<file path="config.mk">
export PLATFORM = sky130hd
export DESIGN_NAME = lsu
export DESIGN_NICKNAME = d
export VERILOG_FILES = /design/src/rtl/lsu_pkg.sv /design/src/rtl/lsu_align.sv /design/src/rtl/lsu.sv
export SDC_FILE = /design/constraint.sdc
export NUM_CORES = 1
export LEC_CHECK = 0
export ABC_AREA = 1
export ABC_CLOCK_PERIOD_IN_PS = 1900
export BUFFER_PORTS_ARGS = -buffer_cell sky130_fd_sc_hd__buf_2
export CELL_PAD_IN_SITES_DETAIL_PLACEMENT = 0
export CELL_PAD_IN_SITES_GLOBAL_PLACEMENT = 1
export CORE_ASPECT_RATIO = 0.7
export CORE_MARGIN = 2
export CORE_UTILIZATION = 33
export DETAILED_ROUTE_END_ITERATION = 10
export PLACE_DENSITY = 0.78
export SYNTH_ARGS = -nofsm -noshare
export SYNTH_HDL_FRONTEND = slang
export SYNTH_SLANG_ARGS = --single-unit
</file>
<file path="constraint.sdc">
create_clock -name clk -period 1.9 [get_ports clk]
set_input_delay 0.095 -clock clk [delete_from_list [all_inputs] [get_ports clk]]
set_output_delay 0.095 -clock clk [all_outputs]
set_load 0.02 [all_outputs]
</file>
<file path="src/rtl/lsu_pkg.sv">
// Shared types, funct3 encodings and request legality helpers for the load/store unit.
package lsu_pkg;

    typedef enum logic [1:0] {
        S_IDLE = 2'd0,
        S_REQ  = 2'd1,
        S_WAIT = 2'd2,
        S_RESP = 2'd3
    } lsu_state_t;

    localparam logic [2:0] F3_B  = 3'd0;
    localparam logic [2:0] F3_H  = 3'd1;
    localparam logic [2:0] F3_W  = 3'd2;
    localparam logic [2:0] F3_BU = 3'd4;
    localparam logic [2:0] F3_HU = 3'd5;

    // Only the two low address bits matter for natural alignment.
    function automatic logic misaligned(input logic [2:0] funct3, input logic [1:0] addr);
        case (funct3)
            F3_H, F3_HU: misaligned = addr[0];
            F3_W:        misaligned = (addr != 2'b00);
            default:     misaligned = 1'b0;
        endcase
    endfunction

    function automatic logic illegal_funct3(input logic wen, input logic [2:0] funct3);
        if (wen) begin
            illegal_funct3 = (funct3 > F3_W);
        end else begin
            illegal_funct3 = (funct3 == 3'd3) || (funct3 == 3'd6) || (funct3 == 3'd7);
        end
    endfunction

endpackage

</file>
<file path="src/rtl/lsu_align.sv">
// Byte-lane steering for stores and byte/halfword extraction with extension for loads.
module lsu_align
    import lsu_pkg::*;
(
    input  logic [2:0]  funct3_i,
    input  logic [1:0]  offset_i,
    input  logic [31:0] wdata_i,
    input  logic [31:0] rdata_i,
    output logic [3:0]  wmask_o,
    output logic [31:0] wdata_o,
    output logic [31:0] load_o
);

    logic [31:0] shifted;

    assign shifted = rdata_i >> {offset_i, 3'b000};

    // NOTE: every output gets a default before the case so no latch is inferred.
    always_comb begin
        wmask_o = 4'b0000;
        wdata_o = wdata_i;
        case (funct3_i[1:0])
            2'd0: begin
                wmask_o = 4'b0001 << offset_i;
                wdata_o = {4{wdata_i[7:0]}};
            end
            2'd1: begin
                wmask_o = 4'b0011 << offset_i;
                wdata_o = {2{wdata_i[15:0]}};
            end
            2'd2: begin
                wmask_o = 4'b1111;
                wdata_o = wdata_i;
            end
            default: begin
                wmask_o = 4'b0000;
                wdata_o = wdata_i;
            end
        endcase
    end

    always_comb begin
        load_o = shifted;
        case (funct3_i)
            F3_B:    load_o = {{24{shifted[7]}}, shifted[7:0]};
            F3_BU:   load_o = {24'h0, shifted[7:0]};
            F3_H:    load_o = {{16{shifted[15]}}, shifted[15:0]};
            F3_HU:   load_o = {16'h0, shifted[15:0]};
            default: load_o = shifted;
        endcase
    end

endmodule

</file>
<file path="src/rtl/lsu.sv">
// Multicycle load/store unit: one memory transaction per request, result held until taken.
module lsu
    import lsu_pkg::*;
#(
    parameter int ADDR_W = 32,
    parameter int DATA_W = 32
) (
    input  logic              clk,
    input  logic              rst,
    input  logic              req_valid,
    output logic              req_ready,
    input  logic              req_wen,
    input  logic [2:0]        req_funct3,
    input  logic [ADDR_W-1:0] req_addr,
    input  logic [DATA_W-1:0] req_wdata,
    output logic              mem_valid,
    input  logic              mem_ready,
    output logic              mem_wen,
    output logic [ADDR_W-1:0] mem_addr,
    output logic [DATA_W-1:0] mem_wdata,
    output logic [3:0]        mem_wmask,
    input  logic              mem_rvalid,
    input  logic [DATA_W-1:0] mem_rdata,
    output logic              resp_valid,
    input  logic              resp_ready,
    output logic [DATA_W-1:0] resp_data,
    output logic              resp_err
);

    lsu_state_t        state_q, state_d;
    logic              wen_q, wen_d;
    logic [2:0]        funct3_q, funct3_d;
    logic [ADDR_W-1:0] addr_q, addr_d;
    logic [DATA_W-1:0] wdata_q, wdata_d;
    logic              err_q, err_d;
    logic [DATA_W-1:0] resp_data_q, resp_data_d;

    logic [3:0]        st_mask;
    logic [DATA_W-1:0] st_data;
    logic [DATA_W-1:0] ld_data;

    lsu_align u_align (
        .funct3_i (funct3_q),
        .offset_i (addr_q[1:0]),
        .wdata_i  (wdata_q),
        .rdata_i  (mem_rdata),
        .wmask_o  (st_mask),
        .wdata_o  (st_data),
        .load_o   (ld_data)
    );

    always_comb begin
        state_d     = state_q;
        wen_d       = wen_q;
        funct3_d    = funct3_q;
        addr_d      = addr_q;
        wdata_d     = wdata_q;
        err_d       = err_q;
        resp_data_d = resp_data_q;
        case (state_q)
            S_IDLE: begin
                if (req_valid) begin
                    wen_d    = req_wen;
                    funct3_d = req_funct3;
                    addr_d   = req_addr;
                    wdata_d  = req_wdata;
                    // Illegal requests skip memory and report straight away.
                    if (illegal_funct3(req_wen, req_funct3) ||
                        misaligned(req_funct3, req_addr[1:0])) begin
                        err_d       = 1'b1;
                        resp_data_d = '0;
                        state_d     = S_RESP;
                    end else begin
                        err_d   = 1'b0;
                        state_d = S_REQ;
                    end
                end
            end
            S_REQ: begin
                if (mem_ready) state_d = S_WAIT;
            end
            S_WAIT: begin
                if (mem_rvalid) begin
                    resp_data_d = wen_q ? '0 : ld_data;
                    state_d     = S_RESP;
                end
            end
            S_RESP: begin
                if (resp_ready) state_d = S_IDLE;
            end
            default: state_d = S_IDLE;
        endcase
    end

    // NOTE: sequential state uses non-blocking assignments so every register samples pre-edge values.
    always_ff @(posedge clk) begin
        if (rst) begin
            state_q     <= S_IDLE;
            wen_q       <= 1'b0;
            funct3_q    <= 3'd0;
            addr_q      <= '0;
            wdata_q     <= '0;
            err_q       <= 1'b0;
            resp_data_q <= '0;
        end else begin
            state_q     <= state_d;
            wen_q       <= wen_d;
            funct3_q    <= funct3_d;
            addr_q      <= addr_d;
            wdata_q     <= wdata_d;
            err_q       <= err_d;
            resp_data_q <= resp_data_d;
        end
    end

    // Outputs decode from state and latched fields only, so they are quiet outside their phase.
    assign req_ready  = (state_q == S_IDLE);
    assign mem_valid  = (state_q == S_REQ);
    assign mem_wen    = mem_valid & wen_q;
    assign mem_addr   = mem_valid ? {addr_q[ADDR_W-1:2], 2'b00} : '0;
    assign mem_wdata  = mem_wen ? st_data : '0;
    assign mem_wmask  = mem_wen ? st_mask : 4'b0000;
    assign resp_valid = (state_q == S_RESP);
    assign resp_data  = resp_valid ? resp_data_q : '0;
    assign resp_err   = resp_valid & err_q;

endmodule

</file>
After elaboration in Yosys (flattened, before gate mapping)
Index checks and enable logic that the tools add are counted.
Widths: inputs -> output; s select.

cells by class
  shift operators = 3
  mux-type cells = 25
  reduce and logical (&&, ||, !) cells = 12
  equal/unequal tests = 19
  bitwise logic cells = 2
  $lt $le $gt $ge = 1

operators with widths
  cell                 number
  $mux 32              7
  $pmux 32 s2          2
  $pmux 32 s4          1
  $shr 32x5->32        1
  $eq 3x3->1 const B   5
  $pmux 4 s3           1
  $mux 2               5
  $pmux 2 s4           1
  $reduce_and 4->1     2
  $eq 2x2->1 const B   3
  $eq 3x1->1 const B   2
  $eq 3x2->1 const B   2
  $mux 1               6
  $ne 2x1->1 const B   3
  $eq 2x1->1 const B   2
  $logic_not 2->1      2
  $mux 4               1
  $ne 2x2->1 const B   2
  $reduce_bool 2->1    2
  $shl 1x2->4 const A  1
  $shl 2x2->4 const A  1
  $gt 3x2->1 const B   1
  $logic_not 3->1      1
  $logic_or 1x1->1     3
  other kinds (4)      5

word-level totals
  logic and storage cells = 69
  input port bits = 106
  output and inout port bits = 105
  register bits after elaboration = 103

Depth between registers and ports, before layout
  word-level depth = 10
  mapped depth = 11
  mapped depth without buffers = 10

Cells and area by module
A second synthesis with hierarchy kept.

unflattened totals
  cell total of the unflattened synthesis = 1076
  area total of the unflattened synthesis = 6183.4 µm²

by module, submodules not included
  module     instances  cells each  area an instance (µm²)
  lsu        1          819         4993.5
  lsu_align  1          257         1189.9

Least setup slack after synthesis
Ideal clock, no wire load.

  path type = flip-flop to output port
  start point = register state_q[1]
  end point = output mem_wdata[29]
  arrival time = 1836 ps
  setup slack = -31 ps
  stages on the path, launching flop included = 8
  data required time = 1805 ps
  cell sequence = dfxtp_1 > inv_1 > ha_1 > nand2_1 > inv_1 > clkbuf_1 > o21ai_0 > nor2_1

on the way
  cells in the longest elaborated chain, start to end = 3

ends and longest elaborated chain
  what                    RTL line    RTL
  start, declared         lsu.sv:30   lsu_state_t state_q, state_d;
  start signal, assigned  lsu.sv:106  state_q <= state_d;
  $eq 2x1->1              lsu.sv:118  assign mem_valid = (state_q == S_REQ);
  via mem_valid           lsu.sv:16   output logic mem_valid,
  $and 1x1->1             lsu.sv:119  assign mem_wen = mem_valid & wen_q;
  via mem_wen             lsu.sv:18   output logic mem_wen,
  $mux 32                 lsu.sv:121  assign mem_wdata = mem_wen ? st_data : '0;
  end, declared           lsu.sv:20   output logic [DATA_W-1:0] mem_wdata,

The timed path passes the listed nets, and every way through them passes these cells.

Worst setup path after layout
  start point = register state_q[1]
  end point = output mem_wdata[23]

on the way
  cells in the longest elaborated chain, start to end = 3

ends and longest elaborated chain
  what         RTL line
  $eq 2x1->1   lsu.sv:118
  $and 1x1->1  lsu.sv:119
  $mux 32      lsu.sv:121

Every way passes these cells.

==> summary.md <==
| Metric | Value |
|---|---|
| CP endpoint | mem_wdata[23] |
| Crit. Startpoint | state_q[1] |
| Core Region | 16500 um2 |
| CTS H-tree lvls | 3 |
| Remaining Overflow, GRT | 0 |
| Slowest stage cell, crit path | dfxtp_2 |
| Number of synthesized flops with an enable pin | 0 |
| Area delta synth->final | 32.9% |
| Pwr Density | 1270 nW/um2 |
| MaxCap Viol Count | 0 |
| Clock sink count | 103 |
| Vias per inst | 4.60 |
| Worst Setup Path Type | reg -> out |
| Post-synthesis sequential area ratio | 0.366 |
| Clock latency on the worst-skew pair | 0.35 ns |
| Largest net degree at the start of global routing | 72 |
| CTS Buf Count | 9 |
| Root buffer cell | clkbuf_16 |
| Critical R2R Launch | state_q[0] |
| WHS | -0.000231 ns |
| Final setup violation count | 0 |
| Outcome | finished with violations |
| Max Fclk | 559 MHz |
| Tcrit/Tclk final | 0.941 |
| Avg Inst Size Synth | 6.20 um2 |
| Critical path fanouts, max | 11 |
| First-pass GRT wire length | 29.0 mm |
| NumNets Final | 1218 |
| GRT Total Usage | 0.199 |
| CTS tree | built |
| WP data required | 1.80 ns |
| Count of cell types in the netlist | 31 |
| # rows | 39 |
| Initial antenna violation count | 1 |
| Die Wd | 160 um |
| DRT iter0 DRCs | 295 |
| Fin crit period | 1.79 ns |
| CTS max path bufs | 2 |
| Worst-path cell chain | inv_2 -> ha_4 -> nand2_4 -> buf_4 -> a211oi_1 -> buf_2 |
| Mapped Cells | 907 |
| Core Util, Final | 0.453 |
| Vias | 6165 |
| Worst Clk Skew | 0.00764 ns |
| Die Area | 18100 um2 |
| WP buf/inv | 3 |
| Violated checks | negative hold slack |
| Final Hold Fails | 1 |
| Crit end category | output port |
| Final setup margin | 0.112 ns |
| Total power | 9.52 mW |
| RR Endpoint | resp_data_q[27] |
| Vias in the first global route | 5405 |
| DRC | 0 |
| DP Worst Slack | 0.188 ns |
| Crit start category | flop |
| Fin. max-slew vios | 0 |
| R2R Setup Slk | 0.25 ns |
| Antenna-violating nets left | 0 |
| Yosys reg bits | 103 |
| Gpl congestion | 0.828 |
| Drt total wl | 18.4 mm |
| Top delay family on crit path | buffers and inverters |
| Synth async-reset ratio | 0 |
| Crit path arrival time | 1.69 ns |
| Initial core utilization | 0.341 |
| Hold Crit Class | in -> reg |
| Synth Flop Type | dfxtp_1 |
| Most frequent cells in the layout | 207 x buf_2, 203 x nor2_1, 147 x nand2_1, 112 x inv_1 |
| Share of post-route cells with drive strength above 1 | 0.261 |
| DP HPWL | 13.5 mm |
| Static Leakage | 4.03 nW |
| Avg WL per Cell | 13.7 um |
| Height of the die | 113 um |
| # port buffers | 208 |
| Drt first pass iters | 5 |
| Cell Area, Synth | 5630 um2 |
| FF-to-FF path depth | 11 |
| Slowest stage delay, CP | 0.35 ns |
| RSZ-0062 raised after global routing | no |
| Most common cell after layout, fill and taps aside | buf_2 |
| Clk slew on worst S/H paths | 0.08 ns |
| Synth Warn # | 0 |
| CP Depth | 6 |
| Number of I/O pins | 211 |
| VDD IR max | 0.000643 V |
[power by group]
| part | switching, mW | internal (mW) |
|---|---|---|
| registers | 0.343 | 2.68 |
| clock network | 0.894 | 1.17 |
| logic | 2.91 | 1.52 |
| total | 4.14 | 5.37 |
[per-layer routing]
| layer | up-vias | share of wire | global-route usage |
|---|---|---|---|
| met5 | - | 0 | 0 |
| met4 | 0 | 0.0087 | 0.0378 |
| met3 | 11 | 0.062 | 0.0440 |
| met2 | 174 | 0.39 | 0.274 |
| met1 | 2742 | 0.54 | 0.315 |
| li1 | 3238 | - | - |
[how the worst min path moves through the flow]
| stage | from | endpoint | slack (ns) | cells past startpoint |
|---|---|---|---|---|
| after floorplan | req_addr[10] | addr_q[10] | 0.26 | 2 |
| after global placement | req_wdata[21] | wdata_q[21] | 0.35 | 3 |
| after detailed placement | req_wdata[21] | wdata_q[21] | 0.35 | 3 |
| after CTS | req_wdata[23] | wdata_q[23] | 0.0006 | 3 |
| after global routing | req_wdata[25] | wdata_q[25] | 0.0006 | 3 |
| final | req_wdata[24] | wdata_q[24] | -0.0002 | 3 |
[synth_stat cells (2+ instances only)]
cell      count  area (um2)
inv_4         3        18.8
o21ai_1      11        55.1
nor3_1        2        10.0
inv_2         4        15.0
nand2_1     149         559
buf_2        13        65.1
nand3_2       3        30.0
inv_1       114         428
nand3_1      53         265
nor2_1      204         766
dfxtp_1     103        2060
nand4_1      16         100
nor2_2       10        62.6
ha_1          4        50.1
o21ai_0     100         500
clkbuf_1     44         165
buf_4         3        22.5
o22ai_1       9        56.3
nor2_8        2        40.0
a21oi_1      47         235
buf_6         3        33.8
[stage by stage]
stage / setup TNS (ns) / cells / area [um2]
4_1_cts: -0.00730 / 1336 / 7430
3_3_place_gp: 0 / 1304 / 6940
2_1_floorplan: 0 / 908 / 5630
6_report: 0 / 1339 / 7480
5_1_grt: 0 / 1337 / 7470
3_5_place_dp: 0 / 1304 / 6940
[cells by family after synthesis]
kind of cell             Yosys count  synth area share
AO/OA/AOI/OAI                    170             0.154
flip-flops                       103             0.366
other                              1          0.000666
AND/OR/NAND/NOR                  443             0.333
buffers and inverters            186             0.136
adder cells (fa/ha/maj)            4           0.00890
[area by class of cell]
class,count,area [um2]
Fill cell,1892,9020
Multi-Input combinational cell,619,2830
Sequential cell,103,2070
Timing Repair Buffer,253,1500
Inverter,121,464
Tap cell,225,282
Clock buffer,9,225
Clock inverter,6,97.6
Timing Repair inverter,1,7.51
Antenna cell,2,5.00
[registers in the layout (all words and copies together) (netlist names)]
register,flops
addr_q,32
funct3_q,3
err_q,1
wen_q,1
wdata_q,32
resp_data_q,32
state_q,2
[timing repair]
action                                  4_1_cts  5_1_grt
endpoints found under the hold margin        16        0
resized for setup                             4       12
setup buffers                                 0        1
hold buffers                                 16        0
cloned                                        1        0
endpoints found under the setup margin       25       29
[worst reg2reg max path, stage by stage (launching register included)]
cell     delay [ns]
dfxtp_2        0.38
inv_1          0.08
ha_2           0.23
nand2_1        0.08
o21ai_1        0.09
nor2_1         0.13
nand2_2        0.08
inv_2          0.06
buf_12         0.18
nor2_1         0.06
nor2_1         0.11
nor2_1         0.05
Note: power is estimated with default switching activity, not from simulation.
